File: src/rtl/lpddr_chan_sched_pkg.sv
// Shared constants for the LPDDR channel scheduler: command codes, FSM state
// encoding and default timing values.
package lpddr_pkg;

    localparam int DEF_DEPTH     = 4;
    localparam int DEF_ROW_W     = 15;
    localparam int DEF_ID_W      = 9;
    localparam int DEF_BURST_LEN = 32;
    localparam int DEF_T_RS2CS   = 77;
    localparam int DEF_T_CS2R    = 40;
    localparam int DEF_T_CS2W    = 40;
    localparam int DEF_T_CS2REF  = 40;
    localparam int DEF_T_REFI    = 1950;
    localparam logic [14:0] DEF_ADDR_REF = 15'h700f;

    typedef enum logic [1:0] {
        CMD_ACT = 2'd0,
        CMD_RD  = 2'd1,
        CMD_WR  = 2'd2,
        CMD_REF = 2'd3
    } cmd_code_e;

    typedef enum logic [2:0] {
        ST_IDLE  = 3'd0,
        ST_WACT  = 3'd1,
        ST_WCOL  = 3'd2,
        ST_BURST = 3'd3,
        ST_WREF  = 3'd4
    } state_e;

    function automatic int max_int(input int a, input int b);
        return (a > b) ? a : b;
    endfunction

endpackage

File: src/rtl/lpddr_chan_sched_if.sv
// Request/command bus of the channel scheduler. Handshake: a request moves when
// req_valid and req_ready are both high at a clk edge; the command side has no back-pressure.
interface lpddr_chan_sched_if #(
    parameter int ROW_W     = 15,
    parameter int ID_W      = 9,
    parameter int BURST_LEN = 32
);
    localparam int BEAT_W = (BURST_LEN > 1) ? $clog2(BURST_LEN) : 1;

    logic              req_valid;
    logic              req_ready;
    logic [ROW_W-1:0]  req_row;
    logic              req_wen;
    logic [ID_W-1:0]   req_busID;
    logic              cmd_valid;
    logic [1:0]        cmd_code;
    logic [ROW_W-1:0]  cmd_row;
    logic              beat_en;
    logic [BEAT_W-1:0] beat_idx;
    logic              rd_done;
    logic [ID_W-1:0]   rd_busID;
    lpddr_pkg::state_e dbg_state;

    modport master (
        output req_valid, req_row, req_wen, req_busID,
        input  req_ready, cmd_valid, cmd_code, cmd_row, beat_en, beat_idx,
               rd_done, rd_busID, dbg_state
    );

    modport slave (
        input  req_valid, req_row, req_wen, req_busID,
        output req_ready, cmd_valid, cmd_code, cmd_row, beat_en, beat_idx,
               rd_done, rd_busID, dbg_state
    );

endinterface

File: src/rtl/lpddr_req_fifo.sv
// Synchronous request FIFO; DEPTH must be a power of two so pointers wrap freely.
module lpddr_req_fifo #(
    parameter int DEPTH = 4,
    parameter int WIDTH = 25
) (
    input  logic             clk,
    input  logic             rst,
    input  logic             push_i,
    input  logic             pop_i,
    input  logic [WIDTH-1:0] din_i,
    output logic [WIDTH-1:0] dout_o,
    output logic             full_o,
    output logic             empty_o
);
    localparam int AW = (DEPTH > 1) ? $clog2(DEPTH) : 1;

    logic [WIDTH-1:0] mem_q [DEPTH];
    logic [AW-1:0]    wr_q, wr_d, rd_q, rd_d;
    logic [AW:0]      cnt_q, cnt_d;
    logic             push_ok, pop_ok;

    assign full_o  = (cnt_q == (AW+1)'(DEPTH));
    assign empty_o = (cnt_q == '0);
    assign dout_o  = mem_q[rd_q];
    assign push_ok = push_i && !full_o;
    assign pop_ok  = pop_i && !empty_o;

    always_comb begin
        wr_d  = wr_q;
        rd_d  = rd_q;
        cnt_d = cnt_q;
        if (push_ok) wr_d = wr_q + AW'(1);
        if (pop_ok)  rd_d = rd_q + AW'(1);
        if (push_ok && !pop_ok)      cnt_d = cnt_q + (AW+1)'(1);
        else if (!push_ok && pop_ok) cnt_d = cnt_q - (AW+1)'(1);
    end

    always_ff @(posedge clk) begin
        if (!rst) begin
            wr_q  <= '0;
            rd_q  <= '0;
            cnt_q <= '0;
        end else begin
            wr_q  <= wr_d;
            rd_q  <= rd_d;
            cnt_q <= cnt_d;
        end
    end

    always_ff @(posedge clk) begin
        if (push_ok) mem_q[wr_q] <= din_i;
    end

endmodule

File: src/rtl/lpddr_chan_sched.sv
// Single-channel LPDDR command scheduler: queues requests, sequences ACT/RD/WR
// and data bursts, and slots periodic refreshes between requests.
module lpddr_chan_sched
    import lpddr_pkg::*;
#(
    parameter int DEPTH     = DEF_DEPTH,
    parameter int ROW_W     = DEF_ROW_W,
    parameter int ID_W      = DEF_ID_W,
    parameter int BURST_LEN = DEF_BURST_LEN,
    parameter int T_RS2CS   = DEF_T_RS2CS,
    parameter int T_CS2R    = DEF_T_CS2R,
    parameter int T_CS2W    = DEF_T_CS2W,
    parameter int T_CS2REF  = DEF_T_CS2REF,
    parameter int T_REFI    = DEF_T_REFI,
    parameter logic [ROW_W-1:0] ADDR_REF = ROW_W'(DEF_ADDR_REF)
) (
    input logic               clk,
    input logic               rst,
    input logic               stall,
    lpddr_chan_sched_if.slave bus
);
    localparam int BEAT_W  = (BURST_LEN > 1) ? $clog2(BURST_LEN) : 1;
    localparam int T_MAX   = max_int(max_int(T_RS2CS, T_CS2R), max_int(T_CS2W, T_CS2REF));
    localparam int TIMER_W = max_int(1, $clog2(T_MAX));
    localparam int REF_W   = max_int(1, $clog2(T_REFI));
    localparam int ENTRY_W = ROW_W + 1 + ID_W;

    state_e             state_q, state_d;
    logic [TIMER_W-1:0] timer_q, timer_d;
    logic [BEAT_W-1:0]  beat_q, beat_d;
    logic [REF_W-1:0]   ref_cnt_q, ref_cnt_d;
    logic               ref_pend_q, ref_pend_d;
    logic               ref_expire, ref_issue;

    logic               fifo_push, fifo_pop, fifo_full, fifo_empty;
    logic [ENTRY_W-1:0] head;
    logic [ROW_W-1:0]   head_row;
    logic               head_wen;
    logic [ID_W-1:0]    head_id;

    logic               cmd_valid, beat_en, rd_done;
    cmd_code_e          cmd_code;
    logic [ROW_W-1:0]   cmd_row;
    logic [ID_W-1:0]    rd_id;

    assign fifo_push = bus.req_valid && !fifo_full;
    assign {head_row, head_wen, head_id} = head;

    lpddr_req_fifo #(
        .DEPTH (DEPTH),
        .WIDTH (ENTRY_W)
    ) u_fifo (
        .clk     (clk),
        .rst     (rst),
        .push_i  (fifo_push),
        .pop_i   (fifo_pop),
        .din_i   ({bus.req_row, bus.req_wen, bus.req_busID}),
        .dout_o  (head),
        .full_o  (fifo_full),
        .empty_o (fifo_empty)
    );

    always_comb begin
        state_d   = state_q;
        timer_d   = timer_q;
        beat_d    = beat_q;
        cmd_valid = 1'b0;
        cmd_code  = CMD_ACT;
        cmd_row   = '0;
        beat_en   = 1'b0;
        rd_done   = 1'b0;
        rd_id     = '0;
        fifo_pop  = 1'b0;
        ref_issue = 1'b0;
        if (!stall) begin
            unique case (state_q)
                ST_IDLE: begin
                    if (ref_pend_q) begin
                        cmd_valid = 1'b1;
                        cmd_code  = CMD_REF;
                        cmd_row   = ADDR_REF;
                        ref_issue = 1'b1;
                        timer_d   = TIMER_W'(T_CS2REF - 1);
                        state_d   = ST_WREF;
                    end else if (!fifo_empty) begin
                        cmd_valid = 1'b1;
                        cmd_code  = CMD_ACT;
                        cmd_row   = head_row;
                        timer_d   = TIMER_W'(T_RS2CS - 1);
                        state_d   = ST_WACT;
                    end
                end
                ST_WACT: begin
                    if (timer_q == '0) begin
                        cmd_valid = 1'b1;
                        cmd_code  = head_wen ? CMD_WR : CMD_RD;
                        cmd_row   = head_row;
                        timer_d   = head_wen ? TIMER_W'(T_CS2W - 1) : TIMER_W'(T_CS2R - 1);
                        state_d   = ST_WCOL;
                    end else begin
                        timer_d = timer_q - TIMER_W'(1);
                    end
                end
                // Timer reaches zero on the edge into BURST, so beat 0 lands
                // exactly T_CS2x cycles after the column command.
                ST_WCOL: begin
                    if (timer_q <= TIMER_W'(1)) begin
                        timer_d = '0;
                        beat_d  = '0;
                        state_d = ST_BURST;
                    end else begin
                        timer_d = timer_q - TIMER_W'(1);
                    end
                end
                ST_BURST: begin
                    beat_en = 1'b1;
                    if (beat_q == BEAT_W'(BURST_LEN - 1)) begin
                        fifo_pop = 1'b1;
                        rd_done  = !head_wen;
                        rd_id    = head_wen ? '0 : head_id;
                        beat_d   = '0;
                        state_d  = ST_IDLE;
                    end else begin
                        beat_d = beat_q + BEAT_W'(1);
                    end
                end
                ST_WREF: begin
                    if (timer_q <= TIMER_W'(1)) begin
                        timer_d = '0;
                        state_d = ST_IDLE;
                    end else begin
                        timer_d = timer_q - TIMER_W'(1);
                    end
                end
                default: state_d = ST_IDLE;
            endcase
        end
    end

    // Refresh interval keeps counting through stalls; a new expiry wins over
    // the clear from a REF issued in the same cycle.
    always_comb begin
        ref_expire = (ref_cnt_q == '0);
        ref_cnt_d  = ref_expire ? REF_W'(T_REFI - 1) : ref_cnt_q - REF_W'(1);
        ref_pend_d = ref_pend_q;
        if (ref_expire)     ref_pend_d = 1'b1;
        else if (ref_issue) ref_pend_d = 1'b0;
    end

    always_ff @(posedge clk) begin
        if (!rst) begin
            state_q    <= ST_IDLE;
            timer_q    <= '0;
            beat_q     <= '0;
            ref_cnt_q  <= REF_W'(T_REFI - 1);
            ref_pend_q <= 1'b0;
        end else begin
            state_q    <= state_d;
            timer_q    <= timer_d;
            beat_q     <= beat_d;
            ref_cnt_q  <= ref_cnt_d;
            ref_pend_q <= ref_pend_d;
        end
    end

    assign bus.req_ready = !fifo_full;
    assign bus.cmd_valid = cmd_valid;
    assign bus.cmd_code  = cmd_code;
    assign bus.cmd_row   = cmd_row;
    assign bus.beat_en   = beat_en;
    assign bus.beat_idx  = beat_q;
    assign bus.rd_done   = rd_done;
    assign bus.rd_busID  = rd_id;
    assign bus.dbg_state = state_q;

endmodule
File: src/flat_wrapper.sv
// flat-port wrapper written by rule: the top's interface ports become plain ports
module lpddr_chan_sched_flat import lpddr_pkg::*;
#(
    parameter int DEPTH     = DEF_DEPTH,
    parameter int ROW_W     = DEF_ROW_W,
    parameter int ID_W      = DEF_ID_W,
    parameter int BURST_LEN = DEF_BURST_LEN,
    parameter int T_RS2CS   = DEF_T_RS2CS,
    parameter int T_CS2R    = DEF_T_CS2R,
    parameter int T_CS2W    = DEF_T_CS2W,
    parameter int T_CS2REF  = DEF_T_CS2REF,
    parameter int T_REFI    = DEF_T_REFI,
    parameter logic [ROW_W-1:0] ADDR_REF = ROW_W'(DEF_ADDR_REF)
)
  (clk, rst, stall, bus_req_valid, bus_req_row, bus_req_wen, bus_req_busID, bus_req_ready, bus_cmd_valid, bus_cmd_code, bus_cmd_row, bus_beat_en, bus_beat_idx, bus_rd_done, bus_rd_busID, bus_dbg_state);
  lpddr_chan_sched_if #(.ROW_W(ROW_W), .ID_W(ID_W), .BURST_LEN(BURST_LEN)) bus_i ();
  input logic clk;
  input logic rst;
  input logic stall;
  input wire logic [$bits(bus_i.req_valid)-1:0] bus_req_valid;
  input wire logic [$bits(bus_i.req_row)-1:0] bus_req_row;
  input wire logic [$bits(bus_i.req_wen)-1:0] bus_req_wen;
  input wire logic [$bits(bus_i.req_busID)-1:0] bus_req_busID;
  output wire logic [$bits(bus_i.req_ready)-1:0] bus_req_ready;
  output wire logic [$bits(bus_i.cmd_valid)-1:0] bus_cmd_valid;
  output wire logic [$bits(bus_i.cmd_code)-1:0] bus_cmd_code;
  output wire logic [$bits(bus_i.cmd_row)-1:0] bus_cmd_row;
  output wire logic [$bits(bus_i.beat_en)-1:0] bus_beat_en;
  output wire logic [$bits(bus_i.beat_idx)-1:0] bus_beat_idx;
  output wire logic [$bits(bus_i.rd_done)-1:0] bus_rd_done;
  output wire logic [$bits(bus_i.rd_busID)-1:0] bus_rd_busID;
  output wire logic [$bits(bus_i.dbg_state)-1:0] bus_dbg_state;
  assign bus_i.req_valid = bus_req_valid;
  assign bus_i.req_row = bus_req_row;
  assign bus_i.req_wen = bus_req_wen;
  assign bus_i.req_busID = bus_req_busID;
  assign bus_req_ready = bus_i.req_ready;
  assign bus_cmd_valid = bus_i.cmd_valid;
  assign bus_cmd_code = bus_i.cmd_code;
  assign bus_cmd_row = bus_i.cmd_row;
  assign bus_beat_en = bus_i.beat_en;
  assign bus_beat_idx = bus_i.beat_idx;
  assign bus_rd_done = bus_i.rd_done;
  assign bus_rd_busID = bus_i.rd_busID;
  assign bus_dbg_state = bus_i.dbg_state;
  lpddr_chan_sched #(.DEPTH(DEPTH), .ROW_W(ROW_W), .ID_W(ID_W), .BURST_LEN(BURST_LEN), .T_RS2CS(T_RS2CS), .T_CS2R(T_CS2R), .T_CS2W(T_CS2W), .T_CS2REF(T_CS2REF), .T_REFI(T_REFI), .ADDR_REF(ADDR_REF)) u_core (.clk(clk), .rst(rst), .stall(stall), .bus(bus_i));
endmodule
File: config.mk
export PLATFORM = sky130hd
export DESIGN_NAME = lpddr_chan_sched_flat
export DESIGN_NICKNAME = d
export VERILOG_FILES = /design/src/rtl/lpddr_chan_sched_pkg.sv /design/src/rtl/lpddr_chan_sched_if.sv /design/src/rtl/lpddr_req_fifo.sv /design/src/rtl/lpddr_chan_sched.sv /design/src/flat_wrapper.sv
export SDC_FILE = /design/constraint.sdc
export NUM_CORES = 1
export LEC_CHECK = 0
export ABC_AREA = 1
export ABC_CLOCK_PERIOD_IN_PS = 2000
export CAP_MARGIN = 0
export CORE_MARGIN = 4
export CORE_UTILIZATION = 45
export DETAILED_ROUTE_END_ITERATION = 10
export HOLD_SLACK_MARGIN = 0.03
export PLACE_DENSITY = 0.69
export SYNTH_ARGS = -nofsm -noshare
export SYNTH_HDL_FRONTEND = slang
export SYNTH_SLANG_ARGS = --single-unit
File: constraint.sdc
create_clock -name clk -period 2 [get_ports clk]
set_input_delay 0.2 -clock clk [delete_from_list [all_inputs] [get_ports clk]]
set_output_delay 0.2 -clock clk [all_outputs]
set_load 0.005 [all_outputs]
==> metrics.yaml <==
status: "finished, violations left"
violations: "setup timing"
grt_overflow: 0
nets: 781
rows: 42
grt_pass1_wl_um: 22800
utilization_pct: 62.5
power.density_mw_per_mm2: 1140
fin_ws_ns: -0.0517
multi_input_area_mm2: 0.00225
via_per_inst: 5.07
slew-limit-headroom_pct: 73.6
intPower_mw: 6.75
period_share_pct: 103
drv_slew: 0
ys_seq_area_share_pct: 61.2
io_buffers: 66
hold_start: "u_core.ref_cnt_q[0]"
final_antenna_net_count: 0
p_comb_share_pct: 27.3
finalHoldViolCount: 0
critical_path_arrival_ns: 1.85
htreeDepth: 4
antenna_cells: 0
grt_pass1_vias: 4797
worstSetupStartpointType: "flip-flop"
cp_top_family: "flip-flops"
crit_path_max_fanout: 3
worst_pin_slew_ns: 0.394
netSwitchingPower_mw: 2.70
routedWlPerCell_um: 15.0
cp_data_required_time_ns: 1.80
netlist_area_mm2: 0.00608
synthTopCellsByArea: "edfxtp_1, dfxtp_1, nor2_1, nand2_1, o21ai_0"
ios: 67
layoutNonFillerInstCount: 930
synthFlopType: "edfxtp_1"
ys_types: 35
seqPwrFrac_pct: 35.6
fmax_mhz: 487
path_depth: 10
async_reset_ff_share_pct: 0
cp-startpoint: "u_core.bus.beat_idx[1]"
cp_slowest_cell: "dfxtp_2"
first_iter_violations: 290
route.detailed.drc: 0
critPathMaxStageDelay_ns: 0.35
dp.cells: 878
synth_area_per_cell_um2: 10.1
clockBufferDepth: 2
track_usage_pct: 18.4
vdd_drop_max_uv: 725
p_leak_nw: 3.24
fin_skew_ns: 0.00647
path_clk_slew_ns: 0.06
final_area_mm2: 0.00827
seq_area_mm2: 0.00373
post-place-ws_ns: -0.160
vias: 4715
nFillCells: 1050
start_util_pct: 45.9
fin_crit_ns: 2.05
dpl_cell_area_mm2: 0.00736
synth_edf_count: 100
crit_path_frequent_cell: "nand2_2"
grt_max_degree: 39
syn_nets: 644
first_pass_iters: 4
antenna_found_initial: 0
area_delta_synth_final_pct: 36.0
core_area_mm2: 0.0132
cp-end-kind: "output pin"
root_buffer: "clkbuf_16"
hold_path.class: "flip-flop to flip-flop"
netlist.area_leader.share_pct: 49.4
r2r.worst_path.cells: 11
cp_num_buf_inv: 3
cts_buffers: 17
yosysMostFrequentCell: "nor2_1"
cts_hold_buf: 0
rsz0062_at_grt: "true"
cap_violations: 0
yosys.area.top_type: "edfxtp_1"
syn_inst: 604
regToRegEndpoint: "u_core.u_fifo.cnt_q[1]"
finalPower_mw: 9.45
clkPwrFrac_pct: 37.2
dieArea_mm2: 0.0154
cts_tree: "done"
critical_path_class: "flip-flop to output pin"
drive_gt1_share_pct: 30.6
ys_warn_count: 0
netSwitchingFraction_pct: 28.6
synth_common_cells: "nor2_1, edfxtp_1, nand2_1"
die_y_um: 124
reg2reg_from: "u_core.bus.beat_idx[1]"
ys_ff_latch: 136
dieWidth_um: 124
gp_congestion: 0.854
critPathCapture: "bus_rd_busID[0]"
clock_latency_ns: 0.42
crit_chain: "ha_4, nand2_2, nor2_2, ha_2, nand2_2, nor2_4, inv_6, buf_6, a21oi_2, buf_2"
finalSetupViolations: 12
wirelength_um: 14000
r2r_setup_slack_ns: 0.05
dp_hpwl_um: 8810
clock-sinks: 136
cells by family after synthesis:
family                   Yosys count  synth area share [%]
flip-flops                       136                  61.2
buffers and inverters             73                  4.81
adder cells (fa/ha/maj)           11                  2.39
AO/OA/AOI/OAI                    119                  11.8
XOR/XNOR                           5                 0.720
AND/OR/NAND/NOR                  260                  19.0
metrics by stage:
| step | hold WS [ns] | TNS [ns] |
|---|---|---|
| after floorplan | 0.299 | -17.94 |
| after global placement | 0.378 | -1.64 |
| after detailed placement | 0.381 | -3.28 |
| after CTS | 0.397 | -1.17 |
| after global routing | 0.423 | -2.54 |
| final | 0.396 | -0.315 |
repair_timing:
item                                   in CTS  in global routing
endpoints found under the hold margin       0                  0
setup endpoints to repair                  31                 31
buffers inserted                           15                  5
pin swaps                                  14                 12
resized for setup                         158                 14
per-layer routing:
metal | part of all wire, % | global-route usage (%) | up-vias
li1 | - | - | 2326
met1 | 45 | 22.3 | 2248
met2 | 48 | 31.0 | 115
met3 | 4.7 | 4.93 | 26
met4 | 1.9 | 7.35 | 0
met5 | 0 | 0 | -
power by group through the flow:
stage / sequential (mW) / combinational, mW / clock, mW
3_5_place_dp: 3.41 / 2.20 / 0
3_3_place_gp: 3.40 / 2.16 / 0
4_1_cts: 3.35 / 2.45 / 3.57
2_1_floorplan: 3.42 / 1.25 / 0
5_1_grt: 3.38 / 2.86 / 3.71
6_report: 3.36 / 2.58 / 3.51
flip-flops by register name, summed over array words and instances (netlist names), named ones only:
register / cells
u_core.u_fifo.cnt_q: 3
u_core.u_fifo.mem_q: 100
u_core.u_fifo.wr_q: 2
u_core.bus.dbg_state: 3
u_core.timer_q: 7
u_core.u_fifo.rd_q: 2
u_core.bus.beat_idx: 5
u_core.ref_cnt_q: 11
u_core.ref_pend_q: 1
worst min-delay path by stage:
stage          slack [ns]  depth (start not counted)                   endpoint
2_1_floorplan        0.30                          0  u_core.u_fifo.mem_q[0][0]
3_3_place_gp         0.38                          1        u_core.ref_cnt_q[0]
3_5_place_dp         0.38                          1        u_core.ref_cnt_q[0]
4_1_cts              0.40                          1        u_core.ref_cnt_q[0]
5_1_grt              0.42                          1        u_core.ref_cnt_q[0]
6_report             0.40                          1        u_core.ref_cnt_q[0]
placed cells by master, fill, tap and decap left out, types with 9 or more instances in the layout:
master,netlist,final
nor2_2,3,10
inv_1,46,40
o21ai_0,45,43
nand2_1,90,86
inv_2,7,12
clkbuf_16,0,17
nor2_1,115,107
buf_4,2,55
nand3_1,18,17
dfxtp_1,36,28
clkdlybuf4s50_1,0,38
a21oi_2,18,28
buf_6,0,9
buf_2,7,27
a21oi_1,40,30
edfxtp_1,100,100
nand2_2,10,10
layout make-up:
| class | count | area share (%) |
|---|---|---|
| clock buffers | 17 | 5.14 |
| clock inverters | 15 | 2.99 |
| inverters | 54 | 2.54 |
| multi-input cells | 395 | 27.2 |
| flip-flops and latches | 136 | 45.1 |
| well taps | 176 | 2.66 |
| repair buffers | 137 | 14.4 |
Note: power is estimated with default switching activity, not from simulation.
